[src/rtl/mem_stage_access_unit_if.sv]
// Data-memory request/acknowledge bus between the MEM-stage access unit and the data memory.
interface mem_stage_access_unit_if #(
  parameter int unsigned MEMORY_DEPTH = 32
);
  localparam int unsigned AW = (MEMORY_DEPTH > 1) ? $clog2(MEMORY_DEPTH) : 1;

  logic          mem_req_o;
  logic          mem_we_o;
  logic [AW-1:0] mem_addr_o;
  logic [31:0]   mem_wdata_o;
  logic          mem_ack_i;
  logic [31:0]   mem_rdata_i;

  // Access unit side: issues requests, receives completion.
  modport master (
    output mem_req_o, mem_we_o, mem_addr_o, mem_wdata_o,
    input  mem_ack_i, mem_rdata_i
  );

  // Memory side: receives requests, returns completion and load data.
  modport slave (
    input  mem_req_o, mem_we_o, mem_addr_o, mem_wdata_o,
    output mem_ack_i, mem_rdata_i
  );
endinterface

[src/rtl/mem_stage_access_unit.sv]
// MEM-stage load/store controller: checks the EX/MEM access, runs the memory
// handshake, stalls the pipeline until completion and flags access errors.
module mem_stage_access_unit #(
  parameter int unsigned MEMORY_DEPTH   = 32,
  parameter logic [31:0] BASE_ADDR      = 32'h1001_0000,
  parameter int unsigned TIMEOUT_CYCLES = 16
) (
  input  logic                          clk,
  input  logic                          reset,
  input  logic                          mem_read_i,
  input  logic                          mem_write_i,
  input  logic [31:0]                   alu_result_i,
  input  logic [31:0]                   read_data_2_i,
  mem_stage_access_unit_if.master       mem,
  output logic [31:0]                   read_data_o,
  output logic                          stall_o,
  output logic                          error_o,
  output logic [1:0]                    err_cause_o
);

  localparam int unsigned AW = (MEMORY_DEPTH > 1) ? $clog2(MEMORY_DEPTH) : 1;
  localparam int unsigned CW = $clog2(TIMEOUT_CYCLES + 1);

  localparam logic [1:0] CAUSE_MISALIGNED = 2'b01;
  localparam logic [1:0] CAUSE_RANGE      = 2'b10;
  localparam logic [1:0] CAUSE_TIMEOUT    = 2'b11;

  typedef enum logic [1:0] {
    IDLE   = 2'd0,
    ACCESS = 2'd1,
    DONE   = 2'd2
  } state_t;

  state_t        state_q;
  logic [CW-1:0] cnt_q;
  logic          timeout_err_q;

  logic [31:0]   offset_c;
  logic [31:0]   index_c;
  logic          mem_op_c;
  logic          misaligned_c;
  logic          out_of_range_c;
  logic          start_c;
  logic          idle_err_c;
  logic          last_cycle_c;

  // Address decode and access checks on the live EX/MEM values.
  always_comb begin
    offset_c       = alu_result_i - BASE_ADDR;
    index_c        = offset_c >> 2;
    mem_op_c       = mem_read_i | mem_write_i;
    misaligned_c   = (alu_result_i[1:0] != 2'b00);
    out_of_range_c = (alu_result_i < BASE_ADDR) || (index_c >= 32'(MEMORY_DEPTH));
    start_c        = (state_q == IDLE) && mem_op_c && !misaligned_c && !out_of_range_c;
    idle_err_c     = (state_q == IDLE) && mem_op_c && (misaligned_c || out_of_range_c);
    last_cycle_c   = (cnt_q == CW'(TIMEOUT_CYCLES - 1));
  end

  // Stall covers the detect cycle and every ACCESS cycle; both strobes are
  // gated by reset so they fall the instant reset is asserted.
  always_comb begin
    stall_o = reset & (start_c | (state_q == ACCESS));
    error_o = reset & (idle_err_c | timeout_err_q);
  end

  // Access FSM with registered memory-side outputs and load result.
  always_ff @(posedge clk or negedge reset) begin
    if (!reset) begin
      state_q         <= IDLE;
      cnt_q           <= '0;
      timeout_err_q   <= 1'b0;
      mem.mem_req_o   <= 1'b0;
      mem.mem_we_o    <= 1'b0;
      mem.mem_addr_o  <= '0;
      mem.mem_wdata_o <= '0;
      read_data_o     <= '0;
      err_cause_o     <= 2'b00;
    end else begin
      timeout_err_q <= 1'b0;
      case (state_q)
        IDLE: begin
          if (start_c) begin
            state_q         <= ACCESS;
            cnt_q           <= '0;
            mem.mem_req_o   <= 1'b1;
            mem.mem_we_o    <= mem_write_i;
            mem.mem_addr_o  <= index_c[AW-1:0];
            mem.mem_wdata_o <= read_data_2_i;
          end else if (idle_err_c) begin
            err_cause_o <= misaligned_c ? CAUSE_MISALIGNED : CAUSE_RANGE;
          end
        end
        ACCESS: begin
          cnt_q <= cnt_q + CW'(1);
          if (mem.mem_ack_i) begin
            state_q       <= DONE;
            mem.mem_req_o <= 1'b0;
            if (!mem.mem_we_o) begin
              read_data_o <= mem.mem_rdata_i;
            end
          end else if (last_cycle_c) begin
            state_q       <= DONE;
            mem.mem_req_o <= 1'b0;
            read_data_o   <= '0;
            timeout_err_q <= 1'b1;
            err_cause_o   <= CAUSE_TIMEOUT;
          end
        end
        DONE: begin
          state_q <= IDLE;
        end
        default: begin
          state_q       <= IDLE;
          mem.mem_req_o <= 1'b0;
        end
      endcase
    end
  end

endmodule

[src/flat_wrapper.sv]
// flat-port wrapper written by rule: the top's interface ports become plain ports
module mem_stage_access_unit_flat 
#(
  parameter int unsigned MEMORY_DEPTH   = 32,
  parameter logic [31:0] BASE_ADDR      = 32'h1001_0000,
  parameter int unsigned TIMEOUT_CYCLES = 16
)
  (clk, reset, mem_read_i, mem_write_i, alu_result_i, read_data_2_i, read_data_o, stall_o, error_o, err_cause_o, mem_mem_req_o, mem_mem_we_o, mem_mem_addr_o, mem_mem_wdata_o, mem_mem_ack_i, mem_mem_rdata_i);
  mem_stage_access_unit_if #(.MEMORY_DEPTH(MEMORY_DEPTH)) mem_i ();
  input  logic clk;
  input  logic reset;
  input  logic mem_read_i;
  input  logic mem_write_i;
  input  logic [31:0] alu_result_i;
  input  logic [31:0] read_data_2_i;
  output logic [31:0] read_data_o;
  output logic stall_o;
  output logic error_o;
  output logic [1:0] err_cause_o;
  output wire logic [$bits(mem_i.mem_req_o)-1:0] mem_mem_req_o;
  output wire logic [$bits(mem_i.mem_we_o)-1:0] mem_mem_we_o;
  output wire logic [$bits(mem_i.mem_addr_o)-1:0] mem_mem_addr_o;
  output wire logic [$bits(mem_i.mem_wdata_o)-1:0] mem_mem_wdata_o;
  input wire logic [$bits(mem_i.mem_ack_i)-1:0] mem_mem_ack_i;
  input wire logic [$bits(mem_i.mem_rdata_i)-1:0] mem_mem_rdata_i;
  assign mem_mem_req_o = mem_i.mem_req_o;
  assign mem_mem_we_o = mem_i.mem_we_o;
  assign mem_mem_addr_o = mem_i.mem_addr_o;
  assign mem_mem_wdata_o = mem_i.mem_wdata_o;
  assign mem_i.mem_ack_i = mem_mem_ack_i;
  assign mem_i.mem_rdata_i = mem_mem_rdata_i;
  mem_stage_access_unit #(.MEMORY_DEPTH(MEMORY_DEPTH), .BASE_ADDR(BASE_ADDR), .TIMEOUT_CYCLES(TIMEOUT_CYCLES)) u_core (.clk(clk), .reset(reset), .mem_read_i(mem_read_i), .mem_write_i(mem_write_i), .alu_result_i(alu_result_i), .read_data_2_i(read_data_2_i), .mem(mem_i), .read_data_o(read_data_o), .stall_o(stall_o), .error_o(error_o), .err_cause_o(err_cause_o));
endmodule
[config.mk]
export PLATFORM = sky130hd
export DESIGN_NAME = mem_stage_access_unit_flat
export DESIGN_NICKNAME = d
export VERILOG_FILES = /design/src/rtl/mem_stage_access_unit_if.sv /design/src/rtl/mem_stage_access_unit.sv /design/src/flat_wrapper.sv
export SDC_FILE = /design/constraint.sdc
export NUM_CORES = 1
export LEC_CHECK = 0
export BUFFER_PORTS_ARGS = -buffer_cell sky130_fd_sc_hd__buf_2
export CAP_MARGIN = 20
export CORE_MARGIN = 1
export CORE_UTILIZATION = 41
export DETAILED_ROUTE_END_ITERATION = 7
export HOLD_SLACK_MARGIN = 0.05
export PLACE_DENSITY = 0.74
export SYNTH_ARGS = -nofsm -noshare
export SYNTH_HDL_FRONTEND = slang
export SYNTH_SLANG_ARGS = --single-unit
[constraint.sdc]
create_clock -name clk -period 1.8 [get_ports clk]
set_input_delay 0.36 -clock clk [delete_from_list [all_inputs] [get_ports clk]]
set_output_delay 0.36 -clock clk [all_outputs]
set_load 0.01 [all_outputs]
==> Word level (Yosys, flattened, before mapping) <==
Index checks and enable logic that the tools add are counted.
{ "totals": {"register_bits": 81, "in_bits": 101, "wordCells": 69} }
{ "op_classes": {"n_addsub": 2, "order_cmp": 2, "eq_ne": 10, "muxes": 22, "n_bitwise": 6, "reduce_logical": 18} }
{ "op_table": {"columns": ["op", "count"], "rows": [
  ["$mux 32", 3],
  ["$lt 32x29->1 const B", 1],
  ["$sub 32x29->32 const B", 1],
  ["$ge 30x6->1 const B", 1],
  ["$mux 2", 8],
  ["$pmux 5 s2", 1],
  ["$pmux 2 s2", 2],
  ["$mux 1", 6],
  ["$ne 2x1->1 const B", 3],
  ["$ne 2x2->1 const B", 3],
  ["$reduce_and 2->1", 3],
  ["$reduce_and 3->1", 2],
  ["$reduce_bool 2->1", 3],
  ["$add 5x1->5 const B", 1],
  ["$eq 5x4->1 const B", 1],
  ["$mux 5", 1],
  ["$reduce_and 5->1", 1],
  ["$logic_and 1x1->1", 4],
  ["$ne 3x2->1 const B", 1],
  ["$or 1x1->1", 3],
  ["$pmux 1 s3", 1],
  ["$and 1x1->1", 2],
  ["$eq 2x1->1 const B", 1],
  ["$eq 2x2->1 const B", 1],
  ["other kinds (4)", 6]
]} }

==> Longest topological paths before layout <==
Gate-level depths: netlist (run 1).
{ "depth": {"depth_word": 8, "ltp_mapped": 9, "mapped_depth_nobuf": 8} }

==> Worst setup path before layout (run 1) <==
No wires, ideal clock.
{ "synth_timing": {"kind": "input port to output port", "from": "input alu_result_i[26]", "to": "output stall_o", "arrival_ns": 1.585, "setup_slack_ns": -0.145, "stages": 6, "n_path_buf": 2, "path_cell_list": "nor4b_2 > nand4_1 > nor4_2 > buf_6 > buf_8 > o21a_1"} }
{ "synth_between": {"elab_chain_len": 7} }
{ "synth_rtl": {"columns": ["item", "line", "text"], "rows": [
  ["start: declaration", "flat_wrapper.sv:14", "input logic [31:0] alu_result_i;"],
  ["$sub 32x29->32", "mem_stage_access_unit.sv:49", "offset_c = alu_result_i - BASE_ADDR;"],
  ["$ge 30x6->1", "mem_stage_access_unit.sv:53", "out_of_range_c = (alu_result_i < BASE_ADDR) || (index_c >= 32'(MEMORY_DEPTH));"],
  ["$logic_or 1x1->1 *", "mem_stage_access_unit.sv:53", null],
  ["$logic_not 1->1 *", "mem_stage_access_unit.sv:54", "start_c = (state_q == IDLE) && mem_op_c && !misaligned_c && !out_of_range_c;"],
  ["$logic_and 1x1->1 *", "mem_stage_access_unit.sv:54", null],
  ["$or 1x1->1 *", "mem_stage_access_unit.sv:62", "stall_o = reset & (start_c | (state_q == ACCESS));"],
  ["$and 1x1->1 *", "mem_stage_access_unit.sv:62", null],
  ["end: declaration", "flat_wrapper.sv:17", "output logic stall_o;"]
]} }
Mark *: on every way between the ends. The rest lies on a longest branch, timed or not.

==> Final worst setup path (run 1) <==
{ "layout_timing": {"from": "input alu_result_i[10]", "to": "output stall_o"} }
Same word-level chain as after synthesis.

==> run metrics, run 1 <==
outcome finished, violations left; failing checks negative setup slack; CP endpoint kind primary output; FF+latch area ~2000 um^2; post-synthesis adder-cell area fraction 0.7207%; drt pass-1 iters 4; post-synth top area share 58.38%; Worst Path Required 1440 ps; post-synthesis compound-gate area fraction under 10%; post-synthesis mux area share 17.12%; final net count roughly 590; htree depth 3; final hold slack roughly 230 ps; most numerous cell in the Yosys netlist dfrtp_1; Antenna Nets Post-Route 0; initial antenna violation count 0; pin count of the biggest net entering global routing 75; biggest area consumer among synthesized cells dfrtp_1; sequential element share of the synthesized area 58.38%; root buf cell clkbuf_8; clk sinks slightly above 80; Worst Max-Slew Pin Slew approximately 670 ps; Yosys cell types 31; fill count just under 700; Initial Utilization a little over two fifths; Hold Path Origin read_data_2_i[12]; Tmin final approximately 2000 ps; Arr. time, crit path approximately 1700 ps; class of the worst hold path in -> reg; wirelength, routed 8904 um; count of flip-flops with a built-in enable after synthesis 0; vias per cell ~4.8; clk buf depth 2; Slew Limit Fails 0; total CTS buffers 9; IO Count ~180; synth warn 0; Clock Skews ~12 ps; Leak roughly 2.8 nW; worst vdd ir ~450 uV; core area between 8000 and 9000 um^2; first-pass GRT wire length ~13000 um; vias in the first global route slightly below 3000; worst flop-to-flop path startpoint u_core.state_q[1]; main combinational cell family by area after synthesis multiplexers; Rows 33; final hold vios 0; largest cells by area after synthesis dfrtp_1, mux2_4, nand2_1; top cells by count, synth dfrtp_1, nand2_1, o21ai_0, mux2_4, clkbuf_1; routed length per instance ~15 um; IO buf count between 150 and 200; Clock Pin Slew Worst Setup and Hold Paths ~80 ps; syn nets approximately 390; TritonCTS clock tree yes; Setup crit start kind primary input; final setup margin -206.1 ps; cells after synthesis approximately 280; CP Class in -> out; number of inserted diodes 0; Syn Area/Cell ~12 um^2; gr ovfl total 0; ys async rst share 100.0%; die area between 8000 and 9000 um^2; Synth Flop Type dfrtp_1; maximum operating frequency roughly 500 MHz; fin crit share 111.4%; Seq cells post-synth slightly above 80; GPL Wtd Cong 0.7202; area delta synth->final 47.06%; Die Wd between 90 and 100 um; GRT Resource Usage Total 19.81%; via count about 2900; final setup vio count 36; ratio of cells with drive above 1 in the final layout between 50% and 60%; multi-input logic area about 1400 um^2; Die Y between 90 and 100 um; Post-DP HPWL approximately 6300 um; crit path from alu_result_i[10]; drc violations 0; Post-Syn Area around 3500 um^2; Max-Cap Viols 0; P per Cell Area 701.6 nW/um^2; crit path max fanout 2; simple-gate share of the synthesized area roughly an eighth; clock latency on the worst-skew pair 350 ps; RSZ-0062 raised after global routing true; number of DRC markers in iteration 0 slightly below 70; relative slew slack 55.18%; dpl ws -400.2 ps; Synth Area in XOR/XNOR less than 1%
## metrics by stage
step	cells	power, mW	cell area, um^2	TNS [ps]	util [%]
finish	599	3.583	5106	-1378	62.14
global route	599	3.745	5106	-3014	62.14
detailed placement	571	2.194	4608	-15970	56.08
global placement	571	2.183	4608	-13680	56.08
floorplan	284	1.978	3510	-1452	-
CTS	597	3.630	4974	-2892	60.53
## cell families (layout without fill, tap and decap cells)
group	Yosys count	in the layout
AO/OA/AOI/OAI	44	44
multiplexers	43	43
buffers and inverters	18	228
XOR/XNOR	1	1
AND/OR/NAND/NOR	95	95
adder cells (fa/ha/maj)	2	2
flip-flops	81	81
## final timing paths
path,end,slack (ps),depth (start not counted)
max,stall_o,-210,8
min,u_core.mem.mem_wdata_o[12],230,2
min reg2reg,u_core.read_data_o[23],480,2
max in group asynchronous,u_core.err_cause_o[1],460,3
min in group asynchronous,u_core.read_data_o[3],450,2
max reg2reg,u_core.err_cause_o[1],-40,7
## worst max-delay path: stages
cell	delay, ps
buf_6	100
nor4_4	300
nand4_1	170
buf_4	180
nor4_4	170
buf_12	140
o21a_1	110
buf_2	120
## what timing repair did
item                                    CTS  global route
gates cloned                              2             2
pin swaps                                 6             4
buffers inserted                          7             0
endpoints found under the setup margin   14            83
hold endpoints to repair                  7             0
resized for setup                        12            17
hold buffers                              1             0
## per-layer routing
layer | wire [um] | global-route usage (%)
met5 | 0 | 0
met4 | 99 | 5.769
met3 | 526 | 5.259
met2 | 4625 | 35.04
met1 | 3652 | 23.46
## state kept, by name, indices dropped and copies added, names as in the netlist
signal	cells
u_core.state_q	2
u_core.timeout_err_q	1
u_core.mem.mem_addr_o	5
u_core.mem.mem_req_o	1
u_core.mem.mem_wdata_o	32
u_core.read_data_o	32
u_core.mem.mem_we_o	1
u_core.err_cause_o	2
u_core.cnt_q	5
## where the power goes
part / internal (mW) / switching (mW) / leakage, nW
clock network: 0.724 / 0.685 / 0.102
registers: 1.85 / 0.0175 / 1.08
logic: 0.149 / 0.158 / 1.60
total: 2.72 / 0.860 / 2.79
## area by class of cell
type,instances,area share [%]
sequential,81,39.70
multi-input combinational,185,28.18
clock inverter,5,1.225
clock buffer,11,2.965
inverter,2,0.1470
tap,105,2.573
timing repair buffer,210,25.21
## cells in the final DEF (no fill, tap or decap), types with 2 or more instances in the layout
cell	synthesis	layout
o21ai_0	37	34
a21o_1	2	2
o21a_1	2	2
buf_16	0	2
nor2_4	0	2
buf_12	3	3
nor3b_1	3	2
buf_6	1	5
mux2i_1	2	2
o31ai_1	2	2
clkbuf_16	0	2
clkinvlp_4	0	2
nand3b_1	3	3
o21ai_1	0	2
nor3_2	0	2
mux2_2	7	7
nand2_1	69	68
clkbuf_8	0	11
dfrtp_1	81	81
mux2_1	4	4
buf_4	0	24
buf_2	0	172
nor4_4	0	5
mux2_4	30	30
or3_1	2	2
inv_1	2	2
Power figures use the tool's default switching activity.
==> run 2, diff against run 1 <==
ABC_AREA = 1   (was default)
CORE_UTILIZATION = 42   (was 41)
PLACE_DENSITY = 0.75   (was 0.74)
==> run metrics, run 2 <==
clk buf depth 2 (unchanged); count of flip-flops with a built-in enable after synthesis 0 (unchanged); final setup vio count 34 (-5.6%); worst flop-to-flop path startpoint u_core.cnt_q[0]; Tmin final 1986 ps (-20.50 ps); Post-DP Area 4733 um^2 (+2.7%); IO buf count 175 (unchanged); commonest non-fill, non-tap cell in the layout buf_2; Die Wd 95.60 um (+1.7%); number of DRC markers in iteration 0 93 (+35%); failing checks negative setup slack; crit path max fanout 2 (unchanged); Slew Limit Fails 0 (unchanged); biggest area consumer among synthesized cells dfrtp_1; TritonCTS clock tree yes; pin count of the biggest net entering global routing 82 (+9.3%); reg2reg end u_core.read_data_o[0]; gr ovfl total 0 (unchanged); sequential element share of the synthesized area 55.08% (-3.3 points); post-synth top area share 55.08% (-3.3 points); Worst Path Required 1440 ps (about the same); clk sinks 81 (unchanged); ratio of cells with drive above 1 in the final layout 44.59% (-12 points); Post-DP HPWL 6283 um (+0.28%); Initial Utilization 44.12% (+1.9 points); initial antenna violation count 0 (unchanged); RSZ-0062 raised after global routing true; Setup crit start kind primary input; CP Class in -> out; htree depth 3 (unchanged); first-pass GRT wire length 14280 um (+6.4%); Largest regs u_core.mem.mem_wdata_o: 32 flops, u_core.read_data_o: 32 flops; vias in the first global route 3284 (+14%); most numerous cell in the Yosys netlist inv_1; core area 8341 um^2 (+1.5%); CP endpoint kind primary output; Worst Max-Slew Pin Slew 541.0 ps (-131.4 ps); Post-Syn Area 3680 um^2 (+6.0%); worst vdd ir 450.3 uV (-0.35%); commonest non-fill, non-tap cells in the layout buf_2, inv_1, dfrtp_1; largest cells by area after synthesis dfrtp_1, inv_1, nand2_1; dpl ws -238.9 ps (+161.3 ps); Clock Pin Slew Worst Setup and Hold Paths 70 ps (about the same); Leak 2.974 nW (+6.6%); relative slew slack 63.93% (+8.8 points); worst setup path endpoint stall_o; drt pass-1 iters 7 (+3); final instance area 5333 um^2 (+4.4%); Clock Skews 8.113 ps (-4.268 ps); Arr. time, crit path 1630 ps (-20 ps); class of the worst hold path in -> async; final hold vios 0 (unchanged); drc violations 0 (unchanged); routed length per instance 13.41 um (-9.8%); synth warn 0 (unchanged); root buf cell clkbuf_8; Rows 33 (unchanged); Seq cells post-synth 81 (unchanged); Hold-fix buffers, CTS 0 (-1); Antenna Nets Post-Route 0 (unchanged); die area 9139 um^2 (+3.4%); via count 3511 (+22%); r2r worst-path depth 10 (+3); top cells by count, synth inv_1, dfrtp_1, nand2_1, nand3_1, o21ai_0; Max-Cap Viols 0 (unchanged); syn nets 526 (+36%); vias per cell 4.790 (about the same); fill count 692 (unchanged); final setup margin -185.6 ps (+20.50 ps); FF-to-FF setup slack -160 ps (-120 ps); outcome finished, violations left; fin crit share 110.3% (-1.1 points); GPL Wtd Cong 0.8947 (+24%); ys async rst share 100.0% (unchanged); number of inserted diodes 0 (unchanged); Die Y 95.60 um (+1.7%); Syn Area/Cell 8.699 um^2 (-29%); wirelength, routed 9826 um (+10%); GRT Resource Usage Total 20.25% (+0.44 points); crit path from alu_result_i[18]; area delta synth->final 44.92%; IO Count 176 (unchanged); Synth Flop Type dfrtp_1; clock latency on the worst-skew pair 340 ps (about the same); maximum operating frequency 503.6 MHz (+1.0%); total CTS buffers 9 (unchanged); final net count 728 (+23%); Yosys cell types 24 (-23%); cells after synthesis 423 (+49%); P per Cell Area 717.2 nW/um^2 (+2.2%)
## run 2: changes by cell type in the layout (fill, tap and decap cells not counted), sizes merged, moves of 5 or more
cell,before,now
o21ai,37,79
a21oi,0,5
nand3,1,45
mux2,41,0
nor4,6,0
nor2,4,26
inv,3,87
## run 2: kinds of logic (layout without fill, tap and decap cells)
family | Yosys count | after routing | synth area share (%)
compound gates | 87 | 87 | 14.28
simple gates | 146 | 146 | 17.48
flops | 81 | 81 | 55.08
fa+ha+maj | 2 | 2 | 0.6799
buf+inv | 107 | 312 | 12.48
## run 2: metrics by stage
| stage | hold slack, ps | instances | power (mW) | utilization, % | TNS, ps |
|---|---|---|---|---|---|
| after floorplan | 64.41 | 423 | 2.219 | - | -69.08 |
| after global placement | 449.5 | 701 | 2.497 | 56.75 | -3698 |
| after detailed placement | 461.9 | 701 | 2.517 | 56.75 | -8765 |
| after CTS | 230.1 | 724 | 3.823 | 61.28 | -409.4 |
| after global routing | 151.8 | 733 | 4.014 | 63.94 | -7012 |
| final | 109.0 | 733 | 3.824 | 63.94 | -2797 |
## run 2: worst min-delay path by stage
stage                          start                      to  slack [ps]  depth (start not counted)
2_1_floorplan                  reset         u_core.cnt_q[0]          60                          0
3_3_place_gp   u_core.err_cause_o[0]   u_core.err_cause_o[0]         450                          2
3_5_place_dp   u_core.err_cause_o[1]   u_core.err_cause_o[1]         460                          2
4_1_cts          mem_mem_rdata_i[10]  u_core.read_data_o[10]         230                          3
5_1_grt                        reset  u_core.read_data_o[31]         150                          2
6_report                       reset         u_core.cnt_q[3]         110                          2
## run 2: timing repair
action                                 in CTS  in global routing
endpoints found under the hold margin       0                  0
gates cloned                                2                  3
resized for setup                          19                 35
setup endpoints to repair                  16                 66
pin swaps                                  10                 11
setup buffers                               7                  5
## run 2: report_power, final
group / total, mW / switching, mW / internal, mW
registers: 1.99 / 0.0633 / 1.92
logic: 0.567 / 0.308 / 0.259
clock network: 1.27 / 0.613 / 0.657
total: 3.82 / 0.984 / 2.84
## run 2: cell type report
cell class	instances	area (um^2)	area share (%)
clock buffer	10	137.6	2.581
clock inverter	4	45.04	0.8447
inverter	87	326.6	6.124
multi-input combinational	235	1323	24.80
sequential	81	2027	38.01
tap	105	131.4	2.464
timing repair buffer	211	1343	25.18
## run 2: routing by layer
metal	global-route usage [%]	vias to the layer above	part of all wire [%]
met5	0	-	0
met4	8.706	0	2.7
met3	5.662	26	8.2
met2	35.77	165	49
met1	22.76	1600	40
li1	-	1720	-
## run 2: critical path: stages
cell	delay, ps
buf_6	100
nor2_2	120
nand2_1	90
inv_1	100
nand2_1	90
o21ai_2	140
nand2_1	110
nor2_4	130
nand4_4	120
a21oi_4	140
buf_6	120
==> run 3, diff against run 2 <==
CORE_ASPECT_RATIO = 2   (was default)
==> run metrics, run 3 (synthesized netlist as in run 2, its figures left out) <==
outcome finished, violations left; failing checks negative setup slack; vias per cell 4.833 (+0.91%); M2 GR Usage 39.65% (+3.9 points); total CTS buffers 9 (unchanged); IO buf count 175 (unchanged); final net count 724 (-0.55%); TritonCTS clock tree yes; Net Sw Frac 25.08% (-0.66 points); drt pass-1 iters 5 (-2); Die Wd 68.19 um (-29%); core area 8588 um^2 (+3.0%); root buf cell clkbuf_16; initial antenna violation count 0 (unchanged); clk buf depth 2 (unchanged); CP endpoint kind primary output; vias in the first global route 3414 (+4.0%); clock share of power 40.1% (+6.9 points); class of the worst hold path in -> async; Leak 3.062 nW (+3.0%); Fin Setup TNS -1605 ps (+1192 ps); Arr. time, crit path 1650 ps (+20 ps); Logic pwr share 14.7% (about the same); Worst Path Required 1440 ps (about the same); Initial Utilization 42.85% (-1.3 points); pin count of the biggest net entering global routing 82 (unchanged); first-pass GRT wire length 14850 um (+4.0%); P per Cell Area 764.5 nW/um^2 (+6.6%); worst vdd ir 634.0 uV (+41%); grt met1 use 22.45% (-0.32 points); CP Class in -> out; commonest non-fill, non-tap cell in the layout buf_2; Clock Pin Slew Worst Setup and Hold Paths 60 ps (about the same); final hold vios 0 (unchanged); number of DRC markers in iteration 0 170 (+83%); Int Pwr 3.300 mW (+16%); met3 Usage GRT 3.827% (-1.8 points); Hold-fix buffers, CTS 0 (unchanged); ratio of cells with drive above 1 in the final layout 52.40% (+7.8 points); die area 9162 um^2 (+0.25%); gr ovfl total 0 (unchanged); Antenna Nets Post-Route 0 (unchanged); wirelength, routed 10840 um (+10%); number of inserted diodes 0 (unchanged); GRT Resource Usage Total 21.61% (+1.4 points); IO Count 176 (unchanged); GPL Wtd Cong 0.7608 (-15%); Max-Cap Viols 0 (unchanged); crit path max fanout 3 (+1); Worst Max-Slew Pin Slew 564.9 ps (+23.87 ps); area delta synth->final 56.58%; dpl ws -225.8 ps (+13.05 ps); RSZ-0062 raised after global routing true; Slew Limit Fails 0 (unchanged); Clock Skews 8.566 ps (+0.4528 ps); relative slew slack 62.34% (-1.6 points); final std cells w/o fill 726 (-0.95%); maximum operating frequency 497.4 MHz (-1.2%); Inst Count DP 690 (-1.6%); via count 3509 (-0.057%); commonest non-fill, non-tap cells in the layout buf_2, inv_1, dfrtp_1; fraction of power consumed by sequential logic 45.2% (-6.8 points); clock latency on the worst-skew pair 330 ps (about the same); drc violations 0 (unchanged); Sw Pwr 1.105 mW (+12%); routed length per instance 14.93 um (+11%); Largest regs u_core.mem.mem_wdata_o: 32 flops, u_core.read_data_o: 32 flops; Setup crit start kind primary input; Die Y 134.4 um (+41%); final setup margin -210.6 ps (-25.02 ps); final setup vio count 34 (unchanged); Tmin final 2011 ps (+25.02 ps); global routing's busiest layer met2; clk sinks 81 (unchanged); htree depth 3 (unchanged); fin crit share 111.7% (+1.4 points); Post-DP HPWL 6446 um (+2.6%); Rows 48 (+45%)
run 3: worst max-delay path: stages:
cell,delay (ps)
buf_8,100
nor2_4,130
nand2_1,80
nor2_1,110
nand2_1,70
nor2_2,140
nand3_2,130
nor2_4,150
nand4_4,110
a21oi_4,150
buf_6,110
run 3: metrics by stage:
stage | area [um^2] | power [mW] | util (%) | hold slack (ps)
3_3_place_gp | 4695 | 2.506 | 54.66 | 426.3
6_report | 5762 | 4.405 | 67.09 | 56.15
3_5_place_dp | 4695 | 2.526 | 54.66 | 436.4
5_1_grt | 5762 | 4.603 | 67.09 | 88.61
4_1_cts | 5197 | 4.347 | 60.52 | 77.40
2_1_floorplan | 3687 | 2.219 | - | 64.41
run 3: final cells by class:
class,instances,area [um^2]
Clock buffer,12,236.5
Tap cell,100,125.1
Fill cell,685,2826
Multi-Input combinational cell,235,1639
Timing Repair Buffer,207,1354
Clock inverter,4,53.80
Sequential cell,81,2027
Inverter,87,326.6
run 3: final timing paths:
path	cells past startpoint	slack, ps	startpoint	end
hold / removal	2	60	reset	u_core.mem.mem_addr_o[2]
setup reg to reg	10	-70	u_core.cnt_q[1]	u_core.read_data_o[31]
hold reg to reg	2	480	u_core.mem.mem_wdata_o[2]	u_core.mem.mem_wdata_o[2]
max in group asynchronous	2	1380	reset	u_core.mem.mem_wdata_o[31]
setup / recovery	11	-210	alu_result_i[22]	stall_o
min in group clk	3	260	read_data_2_i[30]	u_core.mem.mem_wdata_o[30]
run 3: per-layer routing:
layer / routed length (um) / share of wire, %
met1: 3731 / 34
met2: 6381 / 59
met3: 442 / 4.1
met4: 282 / 2.6
met5: 0 / 0
run 3: repair_timing:
action / in CTS / in global routing
cloned: 2 / 5
pin swaps: 8 / 22
buffers inserted: 8 / 5
gates resized for setup: 26 / 119
endpoints found under the hold margin: 0 / 0
setup endpoints to repair: 9 / 56
run 3: power by group through the flow:
stage	clock network (mW)	logic, mW	registers [mW]
after floorplan	0	0.158	2.06
after global placement	0	0.489	2.02
after detailed placement	0	0.508	2.02
after CTS	1.82	0.543	1.99
after global routing	1.89	0.707	2.00
final	1.77	0.646	1.99
